===== config.mk =====
export PLATFORM = sky130hd
export DESIGN_NAME = if_stage
export DESIGN_NICKNAME = d
export VERILOG_FILES = /design/src/rtl/if_stage_pkg.sv /design/src/rtl/if_pc_gen.sv /design/src/rtl/if_stage.sv
export SDC_FILE = /design/constraint.sdc
export NUM_CORES = 1
export LEC_CHECK = 0
export CAP_MARGIN = 20
export CORE_UTILIZATION = 30
export CTS_CLUSTER_DIAMETER = 120
export DETAILED_ROUTE_END_ITERATION = 8
export GPL_TIMING_DRIVEN = 0
export SYNTH_ARGS = -nofsm -noshare
export SYNTH_HDL_FRONTEND = slang
export SYNTH_SLANG_ARGS = --single-unit

===== constraint.sdc =====
create_clock -name clk -period 4.6 [get_ports clk]
set_input_delay 0.92 -clock clk [delete_from_list [all_inputs] [get_ports clk]]
set_output_delay 0.92 -clock clk [all_outputs]
set_load 0.02 [all_outputs]

===== src/rtl/if_stage_pkg.sv =====
// -----------------------------------------------------------------------------
// if_stage_pkg
// Shared constants and types for the instruction fetch stage:
//   - RESET_PC_DEFAULT : first fetch address after reset
//   - NOP_INST         : canonical NOP (addi x0, x0, 0)
//   - state_e          : fetch FSM state codes
//   - pc_sel_e         : next-PC source select used by if_pc_gen
// -----------------------------------------------------------------------------
package if_stage_pkg;

  localparam logic [63:0] RESET_PC_DEFAULT = 64'h0000_0000_8000_0000;
  localparam logic [31:0] NOP_INST         = 32'h0000_0013;

  typedef enum logic [1:0] {
    S_IDLE = 2'd0,
    S_REQ  = 2'd1,
    S_WAIT = 2'd2,
    S_OUT  = 2'd3
  } state_e;

  typedef enum logic [1:0] {
    PC_HOLD     = 2'd0,
    PC_INC      = 2'd1,
    PC_REDIRECT = 2'd2,
    PC_RESET    = 2'd3
  } pc_sel_e;

endpackage


===== src/rtl/if_pc_gen.sv =====
// -----------------------------------------------------------------------------
// if_pc_gen
// Combinational next-PC multiplexer for the fetch stage.
// Ports:
//   pc_sel      in  pc_sel_e  source select (hold / +4 / redirect / reset)
//   pc          in  64        current PC register
//   redirect_pc in  64        redirect target (already alignment-processed)
//   next_pc     out 64        value to load into the PC register
// Parameter:
//   RESET_PC    reset fetch address
// -----------------------------------------------------------------------------
module if_pc_gen
  import if_stage_pkg::*;
#(
  parameter logic [63:0] RESET_PC = RESET_PC_DEFAULT
) (
  input  pc_sel_e     pc_sel,
  input  logic [63:0] pc,
  input  logic [63:0] redirect_pc,
  output logic [63:0] next_pc
);

  always_comb begin
    next_pc = pc;
    unique case (pc_sel)
      PC_HOLD:     next_pc = pc;
      // Plain 64-bit add: wraps modulo 2^64 by construction.
      PC_INC:      next_pc = pc + 64'd4;
      PC_REDIRECT: next_pc = redirect_pc;
      PC_RESET:    next_pc = RESET_PC;
      default:     next_pc = pc;
    endcase
  end

endmodule


===== src/rtl/if_stage.sv =====
// -----------------------------------------------------------------------------
// if_stage
// Single-outstanding-request instruction fetch stage. A four-state FSM
// (IDLE -> REQ -> WAIT -> OUT) issues one fetch, captures the returned word
// and holds it for decode until accepted. Redirects from execute take
// priority over everything except reset; a redirect that arrives after a
// request has been granted marks the response for discard (kill).
//
// Ports:
//   clk            in   1   clock, rising edge
//   rst            in   1   synchronous active-high reset
//   redirect_valid in   1   taken branch/jump from execute
//   redirect_pc    in  64   redirect target
//   id_ready       in   1   decode accepts the presented instruction
//   imem_req       out  1   fetch request
//   imem_addr      out 64   fetch address (PC register; zero while idle)
//   imem_gnt       in   1   memory accepted request
//   imem_rvalid    in   1   read data valid
//   imem_rdata     in  32   fetched word
//   inst_valid     out  1   inst/inst_addr valid for decode
//   inst           out 32   registered instruction
//   inst_addr      out 64   registered PC of inst
//   inst_misalign  out  1   (IF_MISALIGN_CHK_EN only) misaligned redirect marker
//
// Build option IF_MISALIGN_CHK_EN: when defined, a redirect to an address with
// bits [1:0] != 0 does not fetch; a NOP tagged with inst_misalign is presented
// instead. When undefined, the low two redirect bits are forced to zero.
// -----------------------------------------------------------------------------
module if_stage
  import if_stage_pkg::*;
#(
  parameter logic [63:0] RESET_PC = RESET_PC_DEFAULT
) (
  input  logic        clk,
  input  logic        rst,
  input  logic        redirect_valid,
  input  logic [63:0] redirect_pc,
  input  logic        id_ready,
  output logic        imem_req,
  output logic [63:0] imem_addr,
  input  logic        imem_gnt,
  input  logic        imem_rvalid,
  input  logic [31:0] imem_rdata,
  output logic        inst_valid,
  output logic [31:0] inst,
  output logic [63:0] inst_addr
`ifdef IF_MISALIGN_CHK_EN
  ,
  output logic        inst_misalign
`endif
);

  state_e      state_reg, state_next;
  logic [63:0] pc_reg, pc_next;
  logic        kill_reg, kill_next;
  logic [31:0] inst_reg, inst_next;
  logic [63:0] inst_addr_reg, inst_addr_next;
  logic        misalign_reg, misalign_next;
  pc_sel_e     pc_sel;
  logic [63:0] redirect_target;
  logic        redirect_misaligned;

`ifdef IF_MISALIGN_CHK_EN
  assign redirect_target     = redirect_pc;
  assign redirect_misaligned = redirect_valid && (redirect_pc[1:0] != 2'b00);
`else
  assign redirect_target     = redirect_pc & ~64'h3;
  assign redirect_misaligned = 1'b0;
`endif

  if_pc_gen #(
    .RESET_PC (RESET_PC)
  ) u_pc_gen (
    .pc_sel      (pc_sel),
    .pc          (pc_reg),
    .redirect_pc (redirect_target),
    .next_pc     (pc_next)
  );

  always_comb begin
    state_next     = state_reg;
    kill_next      = kill_reg;
    pc_sel         = PC_HOLD;
    inst_next      = inst_reg;
    inst_addr_next = inst_addr_reg;
    misalign_next  = misalign_reg;

    if (rst) begin
      pc_sel = PC_RESET;
    end else if (redirect_misaligned) begin
      // Present a NOP flagged as misaligned instead of fetching. Any response
      // still in flight lands outside WAIT and is therefore ignored.
      pc_sel         = PC_REDIRECT;
      state_next     = S_OUT;
      kill_next      = 1'b0;
      inst_next      = NOP_INST;
      inst_addr_next = redirect_target;
      misalign_next  = 1'b1;
    end else begin
      unique case (state_reg)
        S_IDLE: begin
          state_next = S_REQ;
          if (redirect_valid) pc_sel = PC_REDIRECT;
        end
        S_REQ: begin
          if (redirect_valid) pc_sel = PC_REDIRECT;
          if (imem_gnt) begin
            state_next = S_WAIT;
            // The granted request is for the old PC; drop its response.
            kill_next  = redirect_valid;
          end
        end
        S_WAIT: begin
          if (imem_rvalid) begin
            if (redirect_valid || kill_reg) begin
              if (redirect_valid) pc_sel = PC_REDIRECT;
              kill_next  = 1'b0;
              state_next = S_REQ;
            end else begin
              inst_next      = imem_rdata;
              inst_addr_next = pc_reg;
              state_next     = S_OUT;
            end
          end else if (redirect_valid) begin
            pc_sel    = PC_REDIRECT;
            kill_next = 1'b1;
          end
        end
        S_OUT: begin
          if (redirect_valid) begin
            pc_sel        = PC_REDIRECT;
            state_next    = S_REQ;
            misalign_next = 1'b0;
          end else if (id_ready) begin
            pc_sel        = PC_INC;
            state_next    = S_REQ;
            misalign_next = 1'b0;
          end
        end
        default: state_next = S_IDLE;
      endcase
    end
  end

  always_ff @(posedge clk) begin
    pc_reg <= pc_next;
    if (rst) begin
      state_reg     <= S_IDLE;
      kill_reg      <= 1'b0;
      inst_reg      <= 32'd0;
      inst_addr_reg <= 64'd0;
      misalign_reg  <= 1'b0;
    end else begin
      state_reg     <= state_next;
      kill_reg      <= kill_next;
      inst_reg      <= inst_next;
      inst_addr_reg <= inst_addr_next;
      misalign_reg  <= misalign_next;
    end
  end

  assign imem_req   = (state_reg == S_REQ);
  assign imem_addr  = (state_reg == S_IDLE) ? 64'd0 : pc_reg;
  assign inst_valid = (state_reg == S_OUT);
  assign inst       = inst_reg;
  assign inst_addr  = inst_addr_reg;

`ifdef IF_MISALIGN_CHK_EN
  assign inst_misalign = misalign_reg;
`else
  // misalign_reg is never set in this build; keep it referenced.
  logic unused_misalign;
  assign unused_misalign = misalign_reg;
`endif

endmodule


======== Word level (Yosys, flattened, before mapping) ========
Index checks and enable logic that the tools add are counted.
operators by class
  reductions and logical operators ........ 8
  mux-type cells .......................... 20
  equal/unequal tests ..................... 11
  add/sub/neg operators ................... 1
  bitwise logic cells ..................... 1
operators with widths
  operator                                               count
  one-hot mux 64 bit (3 select lines)                    1
  adder 64 x 3 -> 64 bit, second input constant          1
  two-way mux 64 bit                                     1
  two-way mux 2 bit                                      10
  inequality test 3 bit, second input constant           3
  == test 2 bit, second input constant                   4
  one-hot mux 2 bit (4 select lines)                     1
  one-hot mux 2 bit (3 select lines)                     1
  AND reduction 3 bit                                    2
  two-way mux 1 bit                                      5
  == test 2 x 1 -> 1 bit, second input constant          2
  zero test 2 bit                                        2
  AND reduction 4 bit                                    1
  inequality test 2 x 1 -> 1 bit, second input constant  1
  inequality test 2 bit, second input constant           1
  one-hot mux 1 bit (2 select lines)                     1
  nonzero test 2 bit                                     1
  OR reduction 2 bit                                     1
  logical OR 1 bit                                       1
  inverter 1 bit                                         1
storage, ports and cells
  bits in registers ....................... 163
  input bits .............................. 102
  logic and storage cells ................. 46

======== Longest topological paths before layout ========
Gate-level depths: netlist of the first run.
  depth after elaboration ................. 7
  gate-level depth with buffers ........... 10
  mapped depth without buffers ............ 7

======== Hierarchy ========
From an unflattened synthesis of the first run, not the netlist that was laid out.
unflattened totals
  cells, all modules ...................... 1,051
  area total of the unflattened synthesis .. 8,309.2 µm²
modules (own cells, without submodules)
  module     area an instance (µm²)  cells an instance  instances
  if_stage   5,366.4                 588                1
  if_pc_gen  2,942.8                 463                1

======== Least setup slack after synthesis of the first run ========
OpenSTA, ideal clock, no wires.
  path type ............................... input to register
  from .................................... input port redirect_valid
  to ...................................... register pc_reg[10] (enable)
  stages .................................. 5
  path slack .............................. 0.559 ns
  path buffers ............................ 3
  arrival time ............................ 3.207 ns
  cell sequence ........................... clkbuf_1 -> inv_1 -> clkbuf_1 -> buf_1 -> nand3_1
on the way
  word-level cells in the longest chain between the ends .. 6
  elaborated cells between the ends (all ways) .. 8
  those cells by class .................... mux: 6; reduce/logical: 2
ends and longest elaborated chain
  item                                                   line             text
  start: declaration                                     if_stage.sv:36   input logic redirect_valid,
  two-way mux 2 bit or logical OR 1 bit (tied branches)  n/a
  two-way mux 2 bit                                      if_stage.sv:115  if (redirect_valid || kill_reg) begin
  two-way mux 2 bit                                      if_stage.sv:114  if (imem_rvalid) begin
  one-hot mux 2 bit (3 select lines) *                   if_stage.sv:100  unique case (state_reg)
  two-way mux 2 bit *                                    if_stage.sv:88   if (rst) begin
  zero test 2 bit *                                      if_pc_gen.sv:25  unique case (pc_sel)
  end signal: assignment                                 if_stage.sv:146  pc_reg <= pc_next;
  end: declaration                                       if_stage.sv:54   logic [63:0] pc_reg, pc_next;
Every way passes the cells marked *; elsewhere a longest branch is shown, timed or not.
A chain may end at the register's enable or synchronous reset.

======== Final worst setup path of the first run ========
  from .................................... register state_reg[1]
  to ...................................... output port imem_addr[26]
on the way
  word-level cells in the longest chain between the ends .. 2
ends and longest elaborated chain
  item                      line             text
  start: declaration        if_stage.sv:53   state_e state_reg, state_next;
  start signal: assignment  if_stage.sv:154  state_reg <= state_next;
  zero test 2 bit           if_stage.sv:163  assign imem_addr = (state_reg == S_IDLE) ? 64'd0 : pc_reg;
  two-way mux 64 bit        if_stage.sv:163
  end: declaration          if_stage.sv:40   output logic [63:0] imem_addr,
No other way between the ends.

==> flow_summary.json, run 1 <==
{
  "final_common_cell": "clkdlybuf4s50_1",
  "critPathMaxFanout": 10,
  "post-cts-setup-buffers": 0,
  "yosysWarnings": 0,
  "io_pins": 264,
  "yosysSeqAreaShare_pct": 46.6,
  "start_util_pct": 31.0,
  "synth_edf_count": 62,
  "p_per_area_nw_per_um2": 316,
  "drt-pass1-iter-count": 5,
  "yosys.area.top_type": "dfxtp_1",
  "dp_cells": 1576,
  "hold_depth": 2,
  "maxCapViolCount": 0,
  "r2r_cells": 7,
  "ys.flop_type": "dfxtp_1",
  "hold_class": "flip-flop to flip-flop",
  "grt_max_degree": 39,
  "rsz0062_at_grt": "no",
  "syn2layout_area_growth_pct": 44.2,
  "track_usage_pct": 21.4,
  "nets": 1368,
  "ir_drop_mv": 0.176,
  "finalHoldViolations": 0,
  "syn_inst": 981,
  "grt_antenna_before_repair": 1,
  "slew_headroom_pct": 35.5,
  "cts_tree": "built",
  "post_cts_resized": 0,
  "syn-cell-area_um2": 8160,
  "via_count": 8304,
  "die-area_um2": 27900,
  "yosysUniqueCellTypes": 49,
  "grt_first_pass_wirelength_um": 46300,
  "cts_max_level": 4,
  "hold_end": "inst_addr[8]",
  "portBuffers": 256,
  "design_area_um2": 11800,
  "total_power_mw": 3.72,
  "drc": 0,
  "dieWidth_um": 167,
  "drtAntennaViolNets": 0,
  "netlist.area_leader.share_pct": 23.8,
  "clk_latency_ns": 0.44,
  "clkTransAtPathRegs_ns": 0.07,
  "rr_startpoint": "pc_reg[4]",
  "most-common-layout-cells": "clkdlybuf4s50_1 (256), nand2_1 (228), a21oi_1 (104)",
  "cts.sinks": 159,
  "skew_ns": 0.0101,
  "worst_pin_slew_ns": 0.967,
  "setup_violations": 0,
  "wl_um": 30200,
  "worstSetupEndpointType": "output pin",
  "dp_hpwl_um": 21900,
  "layout.cells.non_filler": 1609,
  "synth_area_leaders": "dfxtp_1 (24%), edfxtp_1 (23%), nand2_1 (10%)",
  "syn_area_per_cell_um2": 8.31,
  "drt-initial-drc-count": 758,
  "cts_made_buffers": 17,
  "fmax_ghz": 0.260,
  "placed_area_um2": 11200,
  "clock_path_buffers": 2,
  "synthArstFlopShare_pct": 0,
  "multiInputGateArea_um2": 3990,
  "num-fill-cells": 2602,
  "arrival_ns": 2.93,
  "first_global_vias": 7951,
  "crit_type": "flip-flop to output pin",
  "clockRootBuffer": "clkbuf_16",
  "crit_required_ns": 3.68,
  "core-area_um2": 26400,
  "critPathLaunchType": "flip-flop",
  "final-seq-area_um2": 3800,
  "grt.overflow.total": 0,
  "power.leakage_nw": 3.85,
  "finalWeightedCongestion": 0.846,
  "num_rows": 59,
  "die_y_um": 167,
  "postCtsHoldBufs": 0,
  "hp-start": "inst_addr[8]",
  "r2r_end": "pc_reg[59]",
  "via_per_inst": 5.16,
  "utilization_pct": 44.6,
  "holdWs_ns": 0.454,
  "finalMaxSlewViolations": 0,
  "timing.final.crit_share_pct": 83.7,
  "ys_seq_elements": 159,
  "drive_above_1_share_pct": 3.93,
  "fin_crit_ns": 3.85,
  "status": "complete, no violations",
  "rrSetupSlack_ns": 1.40,
  "wl_per_cell_um": 18.8
}
## logic make-up after synthesis
kind of cell               after synthesis  share of synthesized area (%)
AOI/OAI and AO/OA                      186                           14.0
buffers and inverters                   94                           4.69
muxes                                    5                          0.614
DFF                                    159                           46.6
adders and majority gates                6                          0.920
other                                    1                         0.0460
xor gates and xnor gates                35                           3.76
and+or+nand+nor                        495                           29.3
## worst max-delay path: stages (launching register included)
cell and delay (ns):
dfxtp_1 0.34, inv_1 0.11, ha_1 0.67, clkbuf_1 0.64
nor2_1 0.11, clkdlybuf4s50_1 0.61
## metal layers
layer	global-route usage (%)	share of wire [%]	vias up
met2	34.8	46	383
met4	5.84	1.6	0
met1	28.5	44	3892
met3	4.78	7.6	36
li1	-	-	3993
met5	0	0	-
## cell type report
class                           instances  area share (%)
Inverter                               16           0.511
Multi-Input combinational cell        731            34.0
Clock inverter                         14            1.24
Tap cell                              335            3.56
Sequential cell                       159            32.3
Clock buffer                           18            3.65
Buffer                                 78            2.74
Antenna cell                            1          0.0213
Timing Repair Buffer                  257            22.0
## synthesized netlist by cell type (all sizes together), types with 2 or more instances
| cell type | instances |
|---|---|
| o211a | 2 |
| a221oi | 2 |
| mux2i | 5 |
| buf | 17 |
| and4 | 14 |
| dfxtp | 97 |
| or3 | 15 |
| nand2b | 4 |
| a22oi | 2 |
| xor2 | 10 |
| and3 | 14 |
| or4 | 6 |
| nor2 | 58 |
| nor4 | 20 |
| nand3 | 25 |
| xnor2 | 25 |
| nor2b | 58 |
| clkbuf | 61 |
| a211o | 3 |
| a21oi | 104 |
| a311oi | 10 |
| ha | 6 |
| nand2 | 228 |
| o21a | 4 |
| nand4 | 25 |
| o211ai | 6 |
| edfxtp | 62 |
| a2111oi | 3 |
| o21ai | 13 |
| or2 | 3 |
| nor3 | 16 |
| and2 | 6 |
| o2111a | 2 |
| a211oi | 31 |
| inv | 16 |
## power breakdown
group	total [mW]	leakage, nW	switching, mW	internal (mW)
Sequential	1.63	1.45	0.0976	1.54
Combinational	0.648	2.11	0.354	0.294
Clock	1.44	0.282	0.672	0.767
Total	3.72	3.85	1.12	2.60
## per-stage QoR
step / worst slack (ns) / setup TNS [ns]
final: 0.749 / 0
after global routing: 0.584 / 0
after CTS: 0.733 / 0
after detailed placement: 1.05 / 0
after global placement: -1.35 / -83.62
after floorplan: 0.559 / 0
## how the worst max path moves through the flow
| stage | start | end | slack (ns) | depth (start not counted) |
|---|---|---|---|---|
| after floorplan | redirect_valid | pc_reg[10] | 0.56 | 5 |
| after global placement | redirect_valid | pc_reg[40] | -1.35 | 5 |
| after detailed placement | redirect_valid | pc_reg[18] | 1.05 | 6 |
| after CTS | state_reg[1] | imem_addr[26] | 0.73 | 5 |
| after global routing | state_reg[0] | imem_addr[61] | 0.58 | 5 |
| final | state_reg[1] | imem_addr[26] | 0.75 | 5 |
Power figures use the tool's default switching activity.
==> run 2: changes to the inputs <==
Clock period 4.6 ns to 3.9 ns, I/O delays scaled along.
==> flow_summary.json, run 2 (synthesis gave the netlist of run 1 again) <==
{
  "status": "complete, no violations",
  "core-area_um2": 26400,
  "top_layer_used": "met4",
  "grt.overflow.total": 0,
  "track_usage_pct": 22.3,
  "cts.sinks": 159,
  "fmax_ghz": 0.278,
  "setup-tns-final_ns": 0,
  "first_global_vias": 7918,
  "critPathMaxFanout": 10,
  "path_cells": "inv_1 -> ha_1 -> clkbuf_1 -> nor2_1 -> clkdlybuf4s50_1",
  "post-cts-setup-buffers": 0,
  "worstSetupEndpointType": "output pin",
  "r2r_end": "pc_reg[55]",
  "io_pins": 264,
  "holdWs_ns": 0.453,
  "fin_crit_ns": 3.59,
  "postCtsHoldBufs": 0,
  "clkTransAtPathRegs_ns": 0.07,
  "cts_made_buffers": 17,
  "grt_first_pass_wirelength_um": 47300,
  "num_rows": 59,
  "hold_depth": 2,
  "post_cts_resized": 0,
  "grt_antenna_before_repair": 2,
  "arrival_ns": 2.81,
  "dp_hpwl_um": 22800,
  "syn2layout_area_growth_pct": 44.5,
  "die_y_um": 167,
  "rsz0062_at_grt": "no",
  "nets": 1368,
  "power.leakage_nw": 3.86,
  "crit_type": "flip-flop to output pin",
  "portBuffers": 256,
  "finalWeightedCongestion": 0.875,
  "placed_area_um2": 11200,
  "dr_wl_met2_um": 14600,
  "final_common_cell": "clkdlybuf4s50_1",
  "skew_ns": 0.0102,
  "drc": 0,
  "cts_max_level": 4,
  "slew_headroom_pct": 38.2,
  "clock_path_buffers": 2,
  "r2r_cells": 6,
  "drive_above_1_share_pct": 3.93,
  "design_area_um2": 11800,
  "hold_class": "flip-flop to flip-flop",
  "die-area_um2": 27900,
  "cts_tree": "built",
  "start_util_pct": 31.0,
  "most-common-layout-cells": "clkdlybuf4s50_1 (256), nand2_1 (228), a21oi_1 (104)",
  "timing.final.crit_share_pct": 92.1,
  "total_power_mw": 4.45,
  "ir_drop_mv": 0.266,
  "p_per_area_nw_per_um2": 378,
  "rrSetupSlack_ns": 0.96,
  "utilization_pct": 44.7,
  "hp-start": "inst_addr[40]",
  "via_count": 8315,
  "drt-initial-drc-count": 755,
  "met1_length_um": 13800,
  "hold_end": "inst_addr[40]",
  "wl_um": 31200,
  "dieWidth_um": 167,
  "via_per_inst": 5.17,
  "clk_latency_ns": 0.44,
  "dr_wl_met3_um": 2160,
  "critPathLaunchType": "flip-flop",
  "maxCapViolCount": 0,
  "rr_startpoint": "pc_reg[4]",
  "wl_per_cell_um": 19.4,
  "slowest_stage": "ha_1",
  "finalHoldViolations": 0,
  "grt_max_degree": 41,
  "critPathTopFamily": "buffers and inverters",
  "drt-pass1-iter-count": 5,
  "cpPeakStageDelay_ns": 0.61,
  "crit_required_ns": 3.12,
  "worst_pin_slew_ns": 0.928,
  "critical_path_depth": 5,
  "drtAntennaViolNets": 0,
  "crit_buf_inv": 3,
  "setup_violations": 0,
  "finalMaxSlewViolations": 0,
  "clockRootBuffer": "clkbuf_16"
}
[run 2: metrics by stage]
stage | std cells | setup WS, ns
4_1_cts | 1607 | 0.289
3_3_place_gp | 1575 | -0.728
6_report | 1609 | 0.309
5_1_grt | 1609 | 0.266
2_1_floorplan | 984 | 0.777
3_5_place_dp | 1576 | 0.378
[run 2: worst max path at each step]
| stage | slack, ns | endpoint | startpoint |
|---|---|---|---|
| 2_1_floorplan | 0.78 | pc_reg[10] | redirect_valid |
| 3_3_place_gp | -0.73 | pc_reg[50] | redirect_valid |
| 3_5_place_dp | 0.38 | pc_reg[50] | redirect_valid |
| 4_1_cts | 0.29 | imem_addr[29] | state_reg[1] |
| 5_1_grt | 0.27 | imem_addr[29] | state_reg[1] |
| 6_report | 0.31 | imem_addr[29] | state_reg[1] |
[run 2: worst reg2reg max path: cells and delay by family (launching register included)]
family / cells / cell delay (ns)
AND/OR/NAND/NOR: 4 / 2.02
flip-flops: 1 / 0.32
buffers and inverters: 1 / 0.22
AO/OA/AOI/OAI: 1 / 0.15
[run 2: report_power, final]
part           internal [mW]  switching, mW  leakage (nW)
registers               1.81          0.115          1.45
logic                  0.347          0.424          2.11
clock network          0.993          0.763         0.296
[run 2: final cells by class]
type	count	area [um2]
well taps	335	419
fillers	2636	14600
clock buffers	18	450
repair buffers	257	2580
diodes	2	5.00
flip-flops and latches	159	3800
multi-input cells	731	3990
clock inverters	13	149
plain buffers	78	323
inverters	16	60.1
[run 2: layer usage]
layer	vias to the layer above	global-route usage, %
met1	3926	30.1
met3	43	3.85
met4	0	7.81
met2	353	35.9
met5	-	0
li1	3993	-
==> run 3: changes to the inputs <==
Settings changed: CORE_UTILIZATION 30 to 26.
==> flow_summary.json, run 3 (synthesis gave the netlist of run 1 again) <==
{
  "status": "finished, violations left",
  "violations": "design-rule violations",
  "critPathLaunchType": "flip-flop",
  "drc": 32,
  "clock_path_buffers": 2,
  "wl_um": 32300,
  "rsz0062_at_grt": "no",
  "layout.cells.non_filler": 1670,
  "total_power_mw": 4.39,
  "cts.sinks": 159,
  "drt-pass1-iter-count": 7,
  "met1_length_um": 14200,
  "wl_per_cell_um": 19.3,
  "dr_wl_met3_um": 2190,
  "clkTransAtPathRegs_ns": 0.06,
  "post-cts-setup-buffers": 0,
  "portBuffers": 256,
  "nets": 1368,
  "arrival_ns": 2.87,
  "via_count": 8301,
  "start_util_pct": 26.5,
  "path_cells": "inv_1 -> ha_1 -> clkbuf_1 -> nor2_1 -> clkdlybuf4s50_1",
  "maxCapViolCount": 0,
  "cts_tree": "built",
  "dr_wl_met2_um": 15200,
  "design_area_um2": 11800,
  "hold_class": "flip-flop to flip-flop",
  "ir_drop_mv": 0.321,
  "postCtsHoldBufs": 0,
  "via_per_inst": 4.97,
  "most-common-layout-cells": "clkdlybuf4s50_1 (256), nand2_1 (228), a21oi_1 (104)",
  "clockPowerShare_pct": 38.4,
  "die-area_um2": 32100,
  "holdWs_ns": 0.451,
  "grt_max_degree": 41,
  "grt_first_pass_wirelength_um": 46900,
  "track_usage_pct": 19.9,
  "rrSetupSlack_ns": 0.94,
  "io_pins": 264,
  "fmax_ghz": 0.274,
  "power_frac_comb_pct": 17.6,
  "post_cts_resized": 0,
  "die_y_um": 179,
  "finalMaxSlewViolations": 0,
  "setup_violations": 0,
  "slew_headroom_pct": 41.3,
  "skew_ns": 0.0120,
  "final_common_cell": "clkdlybuf4s50_1",
  "critPathMaxFanout": 10,
  "finalWeightedCongestion": 0.855,
  "p_sw_mw": 1.27,
  "slowest_stage": "clkbuf_1",
  "num_rows": 64,
  "seq_power_share_pct": 44.0,
  "crit_required_ns": 3.12,
  "dp_cells": 1637,
  "setup_ws_ns": 0.246,
  "crit_type": "flip-flop to output pin",
  "clockRootBuffer": "clkbuf_16",
  "syn2layout_area_growth_pct": 45.2,
  "drtAntennaViolNets": 0,
  "p_per_area_nw_per_um2": 371,
  "top_layer_used": "met5",
  "utilization_pct": 38.5,
  "setup-tns-final_ns": 0,
  "grt.overflow.total": 0,
  "dp_hpwl_um": 23800,
  "core-area_um2": 30700,
  "cts_made_buffers": 17,
  "clk_latency_ns": 0.44,
  "power.internal_mw": 3.12,
  "drive_above_1_share_pct": 3.85,
  "first_global_vias": 7699,
  "placed_area_um2": 11300,
  "timing.final.crit_share_pct": 93.7,
  "power.leakage_nw": 3.86,
  "cpPeakStageDelay_ns": 0.60,
  "drt-initial-drc-count": 626,
  "fin_crit_ns": 3.65,
  "grt_antenna_before_repair": 2,
  "power.switching_fraction_pct": 28.9,
  "dieWidth_um": 179,
  "finalHoldViolations": 0,
  "worstSetupEndpointType": "output pin",
  "cts_max_level": 4,
  "worst_pin_slew_ns": 0.881,
  "post-place-ws_ns": 0.409
}
## run 3: cell types whose count changed in the layout (fill, tap and decap cells not counted), moves of 2 or more
cell | previous run | this run
inv_6 | 5 | 2
clkbuf_8 | 0 | 6
clkbuf_1 | 60 | 62
bufinv_16 | 2 | 0
## run 3: layer usage
layer  vias to the layer above  track usage, %
li1                       3999               -
met1                      3957            26.1
met2                       299            32.0
met3                        44            4.03
met4                         2            7.25
met5                         -               0
## run 3: worst max-delay path: cells and delay by family, from the launching register on
family,cells,cell delay [ns]
and+or+nand+nor,1,0.20
DFF,1,0.34
buffers and inverters,3,1.30
adders and majority gates,1,0.59
## run 3: path summary, 6_finish.rpt
path | end | depth (start not counted) | from
setup / recovery | imem_addr[18] | 5 | state_reg[1]
hold / removal | inst_addr[53] | 2 | inst_addr[53]
setup reg to reg | pc_reg[55] | 6 | pc_reg[6]
hold reg to reg | inst_addr[53] | 2 | inst_addr[53]
## run 3: cell type report
class	count	area, um2
Multi-Input combinational cell	731	3990
Fill cell	3176	18900
Inverter	16	60.1
Clock buffer	27	546
Tap cell	396	495
Timing Repair Buffer	257	2580
Buffer	78	323
Clock inverter	5	38.8
Sequential cell	159	3800
Antenna cell	1	2.50
## run 3: power groups by stage
stage,Clock (mW),Combinational [mW],Sequential (mW)
final,1.69,0.774,1.93
after global routing,1.78,0.830,1.94
after CTS,1.72,0.777,1.93
after detailed placement,0,0.773,1.97
after global placement,0,0.764,1.97
after floorplan,0,0.385,1.92
